<file path="src/rtl/id_ex_stage_reg.sv">
// ID/EX pipeline register with load-use hazard detection and bubble insertion.
// Holds on an external stall, kills the decode instruction on a flush, and
// keeps saturating counts of inserted bubbles and externally stalled cycles.
module id_ex_stage_reg #(
   parameter int CTRL_W      = 18,
   parameter int DATA_W      = 138,
   parameter int REG_W       = 5,
   parameter int MEMREAD_BIT = 4,
   parameter int HAZARD_EN   = 1,
   parameter int CNT_W       = 16
) (
   input  logic              Clk,
   input  logic              Rst,
   input  logic              ID_Valid,
   input  logic [CTRL_W-1:0] ID_Ctrl,
   input  logic [DATA_W-1:0] ID_Data,
   input  logic [REG_W-1:0]  ID_Rs,
   input  logic [REG_W-1:0]  ID_Rt,
   input  logic              ID_UsesRt,
   input  logic [REG_W-1:0]  ID_Rd,
   input  logic              Stall,
   input  logic              Flush,
   output logic              EX_Valid,
   output logic [CTRL_W-1:0] EX_Ctrl,
   output logic [DATA_W-1:0] EX_Data,
   output logic [REG_W-1:0]  EX_Rd,
   output logic              HazardStall,
   output logic [CNT_W-1:0]  BubbleCount,
   output logic [CNT_W-1:0]  StallCount
);

   localparam logic [CNT_W-1:0] CNT_MAX = '1;

   logic              r_ex_valid;
   logic [CTRL_W-1:0] r_ex_ctrl;
   logic [DATA_W-1:0] r_ex_data;
   logic [REG_W-1:0]  r_ex_rd;
   logic [CNT_W-1:0]  r_bubble_cnt;
   logic [CNT_W-1:0]  r_stall_cnt;

   logic w_hazard;
   logic w_rs_match;
   logic w_rt_match;
   logic w_bubble;

   // Load-use detection: the load sitting in EX writes a register that the
   // instruction in decode reads. $zero is never a real dependency.
   always_comb begin
      w_rs_match  = (r_ex_rd == ID_Rs);
      w_rt_match  = ID_UsesRt && (r_ex_rd == ID_Rt);
      w_hazard    = (HAZARD_EN != 0) && ID_Valid && r_ex_valid &&
                    r_ex_ctrl[MEMREAD_BIT] && (r_ex_rd != '0) &&
                    (w_rs_match || w_rt_match);
      // A flushed decode instruction is discarded, so there is nothing to hold.
      HazardStall = w_hazard && !Flush;
      // Bubble inserted this edge: flush always, hazard only when not stalled.
      w_bubble    = Flush || (!Stall && w_hazard);
   end

   // Pipeline register: flush, then stall hold, then hazard bubble, then load.
   always_ff @(posedge Clk) begin
      if (Rst) begin
         r_ex_valid <= 1'b0;
         r_ex_ctrl  <= '0;
         r_ex_data  <= '0;
         r_ex_rd    <= '0;
      end else if (Flush || (!Stall && w_hazard)) begin
         r_ex_valid <= 1'b0;
         r_ex_ctrl  <= '0;
         r_ex_data  <= '0;
         r_ex_rd    <= '0;
      end else if (!Stall) begin
         r_ex_valid <= ID_Valid;
         r_ex_ctrl  <= ID_Valid ? ID_Ctrl : '0;
         r_ex_data  <= ID_Valid ? ID_Data : '0;
         r_ex_rd    <= ID_Valid ? ID_Rd   : '0;
      end
   end

   // Saturating performance counters; a flush with stall counts as a bubble only.
   always_ff @(posedge Clk) begin
      if (Rst) begin
         r_bubble_cnt <= '0;
         r_stall_cnt  <= '0;
      end else begin
         if (w_bubble && (r_bubble_cnt != CNT_MAX))
            r_bubble_cnt <= r_bubble_cnt + 1'b1;
         if (!Flush && Stall && (r_stall_cnt != CNT_MAX))
            r_stall_cnt <= r_stall_cnt + 1'b1;
      end
   end

   assign EX_Valid    = r_ex_valid;
   assign EX_Ctrl     = r_ex_ctrl;
   assign EX_Data     = r_ex_data;
   assign EX_Rd       = r_ex_rd;
   assign BubbleCount = r_bubble_cnt;
   assign StallCount  = r_stall_cnt;

endmodule

</file>
<file path="config.mk">
export PLATFORM = sky130hd
export DESIGN_NAME = id_ex_stage_reg
export DESIGN_NICKNAME = d
export VERILOG_FILES = /design/src/rtl/id_ex_stage_reg.sv
export SDC_FILE = /design/constraint.sdc
export NUM_CORES = 1
export LEC_CHECK = 0
export ABC_AREA = 1
export CAP_MARGIN = 20
export CORE_ASPECT_RATIO = 1.25
export CORE_MARGIN = 3
export CORE_UTILIZATION = 36
export DETAILED_ROUTE_END_ITERATION = 16
export GPL_TIMING_DRIVEN = 1
export PLACE_DENSITY = 0.79
export SLEW_MARGIN = 20
export SYNTH_ARGS = -nofsm -noshare
export SYNTH_HDL_FRONTEND = slang
export SYNTH_SLANG_ARGS = --single-unit
</file>
<file path="constraint.sdc">
create_clock -name Clk -period 1.4 [get_ports Clk]
set_input_delay 0.21 -clock Clk [delete_from_list [all_inputs] [get_ports Clk]]
set_output_delay 0.21 -clock Clk [all_outputs]
set_load 0.02 [all_outputs]
</file>
### Word level (Yosys, flattened, before mapping)

Index checks and enable logic that the tools add are counted.

| operators by class | value |
|---|---|
| add/sub/neg operators | 2 |
| equal/unequal tests | 4 |
| muxes and demuxes | 3 |
| reductions and logical operators | 16 |

Operators by type and width:

| cell | count |
|---|---|
| two-way mux 138 bit | 1 |
| adder 16 x 1 -> 16 bit (second input constant) | 2 |
| != test 16 bit (second input constant) | 2 |
| two-way mux 18 bit | 1 |
| equality test 5 bit | 2 |
| logical AND 1 bit | 10 |
| two-way mux 5 bit | 1 |
| nonzero test 5 bit | 1 |
| zero test 1 bit | 2 |
| logical OR 1 bit | 2 |
| OR reduction 2 bit | 1 |

| storage, ports and cells | value |
|---|---|
| register bits | 194 |
| bits of input ports | 177 |
| output and inout bits | 195 |
| word-level logic and storage cells | 31 |

### Longest topological paths before layout

| logic depth | value |
|---|---|
| depth in word-level cells | 7 |
| mapped depth | 14 |
| gate-level depth less buffers | 14 |

### Worst setup path before layout

Ideal clock, no wire load.

| timing | value |
|---|---|
| path kind | register -> register |
| start | register r_bubble_cnt[0] (netlist: BubbleCount[0]) |
| end | register r_bubble_cnt[9] (netlist: BubbleCount[9]) |
| library setup time | 0.113 ns |
| data arrival time | 1.557 ns |
| data required time | 1.287 ns |
| slack | -0.270 ns |
| cell stages (with the launch flop) | 13 |
| buffers on the path | 0 |
| period minus slack after synthesis | 1.670 ns |
| cells stage by stage | dfxtp_1 -> ha_1 -> nand2_1 -> inv_1 -> nand3_1 -> nor2_2 -> nand4_2 -> nand2_1 -> inv_1 -> nand2_1 -> nand2_1 -> nand2_1 -> nor2_1 |

| between the ends | value |
|---|---|
| word-level cells in the longest chain between the ends | 2 |
| elaborated cells between the ends (all ways) | 3 |
| classes of those cells | 1 x add/sub; 1 x eq/ne; 1 x reduce/logical |

RTL lines:

| item | RTL line | RTL |
|---|---|---|
| start: declaration | 38 | `logic [CNT_W-1:0] r_bubble_cnt;` |
| start signal: assignment | 87 | `r_bubble_cnt <= r_bubble_cnt + 1'b1;` |
| parallel branches: the longest is 2 deep, another holds adder 16 x 1 -> 16 bit | n/a |  |

Several ways; the timed one is not identified.
A chain may end at the register's enable or synchronous reset.

### Worst setup path in the final report

| timing | value |
|---|---|
| start | register r_ex_rd[1] (netlist: EX_Rd[1]) |
| end | register r_ex_data[24] (netlist: EX_Data[24]) |

| between the ends | value |
|---|---|
| word-level cells in the longest chain between the ends | 7 |
| elaborated cells between the ends (all ways) | 10 |
| classes of those cells | 2 x eq/ne; 8 x reduce/logical |

RTL lines:

| item | RTL line | RTL |
|---|---|---|
| start: declaration | 37 | `logic [REG_W-1:0] r_ex_rd;` |
| start signal: assignment | 76 | `r_ex_rd <= ID_Valid ? ID_Rd : '0;` |
| equality test 5 bit | 50 | `w_rt_match = ID_UsesRt && (r_ex_rd == ID_Rt);` |
| logical AND 1 bit | 50 |  |
| logical OR 1 bit | 53 | `(w_rs_match \|\| w_rt_match);` |
| logical AND 1 bit (*) | 52 | `r_ex_ctrl[MEMREAD_BIT] && (r_ex_rd != '0) &&` |
| logical AND 1 bit (*) | 67 | `end else if (Flush \|\| (!Stall && w_hazard)) begin` |
| logical OR 1 bit (*) | 67 |  |
| OR reduction 2 bit (no line) (*) | n/a |  |
| end signal: assignment | 75 | `r_ex_data <= ID_Valid ? ID_Data : '0;` |
| end: declaration | 36 | `logic [DATA_W-1:0] r_ex_data;` |

Every way passes the cells marked *; elsewhere a longest branch is shown, timed or not.

==> results.md <==
* Flops & latches, synth at between 150 and 200
* Syn-to-layout area delta at 99.4%
* # nets final at between 1.5k and 2k
* Cell family with most CP delay: buffers and inverters
* RSZ-0062 raised after global routing: yes
* Wire length per cell at 20.8 µm
* Final min period at 1920 ps
* Final core utilization at 74.0%
* I/O pins at 372
* Final Skew at ~24 ps
* Sequential Power Share at between 40 and 50%
* Setup ws final at -522 ps
* Max_cap viols at 0
* First-pass GRT wire length at 44.5 mm
* Crit-path max FO at 8
* Die width at 133 µm
* Routed WL at 33.7 mm
* Fill cells at 1,263
* Leakage at 6.22 nW
* DR DRC count at 0
* Post-synth EDFFs at 0
* Syn nets at roughly 1.0k
* CTS Buffer Depth at 2
* Initial Utilization at a little under two fifths
* Hold wc startpoint: ID_Data[129]
* Sw Ratio at 28.2%
* Kind of critical path: flip-flop to flip-flop
* Clock Power Share at 38.3%
* Vias in the first global route at 8,342
* Die Height at 165 µm
* Worst R2R Setup Slack at -520 ps
* Post-detailed-route count of antenna-violating nets at 0
* H-tree depth at 4
* Actual slew at the worst max-slew pin at 742 ps
* Fin crit share at 137%
* All-Layer GR Usage at 25.5%
* Hold Fails Final Rpt at 0
* Outcome: finished with violations
* GP Congestion at 0.870
* Storage element area at 3960 µm²
* CTS tree: yes
* Post-synthesis area per instance at about 8.4 µm²
* Max stage delay on crit path at 370 ps
* Reg2reg end: EX_Data[24]
* NetSw at about 0.0036 W
* Failing checks: setup timing
* HP Class: primary input to flip-flop
* Detailed-placement wirelength estimate at 19.6 mm
* Sequential area share after synthesis at 53.1%
* Synth warn at 0
* Cell Chain, Critical Path: inv_4, buf_6, nand4_1, o21bai_1, inv_1, buf_6, nand3_4, nand3_4, buf_12, buf_12, clkbuf_16, nor2_1
* CP arrival at 2300 ps
* Worst setup EP type: flip-flop
* Clock Sinks at approximately 190
* IO Port Bufs at 371
* Area of the multi-input gates at 4270 µm²
* Via-to-Cell Ratio at about 5.3
* Max VDD drop at 0.769 mV
* Final Non-Filler Cells at 1,616
* Share of layout cells above drive strength 1 at a little over a third
* R2R Path Start: EX_Rd[1]
* Ys flop type: dfxtp_1
* Pre-antenna DRT Iters at 6
* Pwr dens at 869 nW/µm²
* CP required at around 1800 ps
* Mapped Area at approximately 7300 µm²
* Cells on worst reg2reg path at 12
* Post-synthesis cell type count at 30
* Final setup vio count at 196
* F_max at approximately 520 MHz
* Largest net degree at the start of global routing at 81
* Crit-path slowest cell: dfxtp_4
* Clk root buf: clkbuf_16
* Reg clk slew, reported paths at 90 ps
* Clk_lat worst skew at roughly 440 ps
* Rows at 57
* CTS Buf Count at 17
* Hold Crit Endpoint: EX_Data[129]
* Asr flop ratio synth at 0%
* ANT cells at 0
* Initial antenna violation count at 0
* Int Power at 0.00909 W
* CORE AREA at 19,700 µm²
* Worst path buffer plus inverter count at 7
* Post-Synthesis Cells at just under 900
* GRT Residual Overflow at 0
* Comb power frac at 16.9%
* Via Count at ~8.6k
* Crit path launch type: flip-flop
* Die area at around 22,000 µm²
* Setup Slack @ Placement at -729 ps
* Final slew viol count at 0
* Cell total after placement at 1,535
* CTS Hold Bufs at 0
* DRT iter0 DRCs at 555
* Hold depth at 3
* Slew HR at 50.5%
[per-layer routing]
| metal | routed length, µm | up-vias | global-route usage [%] |
|---|---|---|---|
| li1 | - | 3914 | - |
| met1 | 11900 | 4137 | 27.7 |
| met2 | 17600 | 458 | 46.5 |
| met3 | 2390 | 125 | 7.09 |
| met4 | 1690 | 0 | 11.2 |
| met5 | 0 | - | 0 |
[cell usage after synthesis, types with 4 or more instances]
| cell | instances | area share (%) |
|---|---|---|
| nor2_1 | 211 | 11 |
| dfxtp_1 | 194 | 53 |
| a22oi_1 | 161 | 17 |
| nand2_1 | 99 | 5.1 |
| inv_1 | 45 | 2.3 |
| clkbuf_1 | 30 | 1.5 |
| nand3_1 | 24 | 1.6 |
| a21oi_1 | 23 | 1.6 |
| buf_2 | 16 | 1.1 |
| buf_4 | 9 | 0.92 |
| nor3_1 | 8 | 0.55 |
| o21ai_0 | 8 | 0.55 |
| inv_2 | 5 | 0.26 |
| xnor2_1 | 5 | 0.60 |
| nand4_1 | 4 | 0.34 |
| xor2_1 | 4 | 0.48 |
[power by group through the flow]
stage / sequential, W / combinational (W) / clock (W)
floorplan: 0.00594 / 0.000498 / 0
global placement: 0.00580 / 0.00156 / 0
detailed placement: 0.00580 / 0.00159 / 0
CTS: 0.00567 / 0.00186 / 0.00488
global route: 0.00568 / 0.00224 / 0.00513
finish: 0.00567 / 0.00214 / 0.00486
[repair_timing]
| action | in CTS | in global routing |
|---|---|---|
| setup buffers | 14 | 13 |
| endpoints found under the setup margin | 389 | 233 |
| gates cloned | 17 | 9 |
| pin swaps | 26 | 43 |
| resized for setup | 435 | 266 |
| endpoints found under the hold margin | 0 | 0 |
[state kept, by name, summed over array words and instances (netlist names)]
name / count
BubbleCount: 16
EX_Ctrl: 18
EX_Valid: 1
StallCount: 16
EX_Rd: 5
EX_Data: 138
[worst max-delay path by stage]
stage	startpoint	endpoint	cells after the start
after floorplan	BubbleCount[1]	BubbleCount[9]	12
after global placement	ID_Rt[0]	HazardStall	10
after detailed placement	ID_Rs[1]	HazardStall	10
after CTS	EX_Rd[1]	HazardStall	9
after global routing	EX_Rd[1]	EX_Data[24]	12
final	EX_Rd[1]	EX_Data[24]	12
[cell type report]
class / instances / area share [%]
inverter: 51 / 1.37
sequential: 194 / 27.2
clock buffer: 18 / 2.94
multi-input combinational: 567 / 29.3
tap: 265 / 2.28
clock inverter: 14 / 0.953
timing repair buffer: 507 / 35.9
[cells in the final DEF, fill, tap and decap left out, drive strengths merged]
master / n
o21ai: 8
nand3b: 1
clkinv: 6
a21oi: 23
nand3: 26
o21ba: 1
clkdlybuf4s15: 31
dlygate4sd2: 138
inv: 59
nor4: 2
clkdlybuf4s50: 175
nor3b: 1
xor2: 4
o21bai: 1
clkbuf: 36
nor2: 214
dfxtp: 194
ha: 2
nor3: 8
nand2: 103
nand4: 5
xnor2: 5
and3: 2
a22oi: 161
buf: 145
[per-stage QoR]
step,total power (W),hold slack (ps),setup TNS (ps),cell area [µm²]
4_1_cts,0.0124,369,-57190,13600
3_5_place_dp,0.00739,469,-112570,12100
5_1_grt,0.0131,400,-85080,14600
2_1_floorplan,0.00643,373,-1190,7490
3_3_place_gp,0.00736,452,-107110,12100
6_report,0.0127,398,-77460,14600
[worst reg2reg max path: stages, from the launching register on]
cell       delay, ps
dfxtp_4          370
inv_4             60
buf_6             80
nand4_1          120
o21bai_1         190
inv_1            110
buf_6            140
nand3_4           70
nand3_4          100
buf_12           210
buf_12           150
clkbuf_16        170
nor2_1           100
[cell families (layout without fill, tap and decap cells)]
logic type,after synthesis,count (layout),synth area share (%)
AOI/OAI and AO/OA,194,194,18.9
xor gates and xnor gates,9,9,1.08
adders and majority gates,2,2,0.342
buffers and inverters,109,590,6.64
DFF,194,194,53.1
and+or+nand+nor,359,362,19.9
Note: power is estimated with default switching activity, not from simulation.
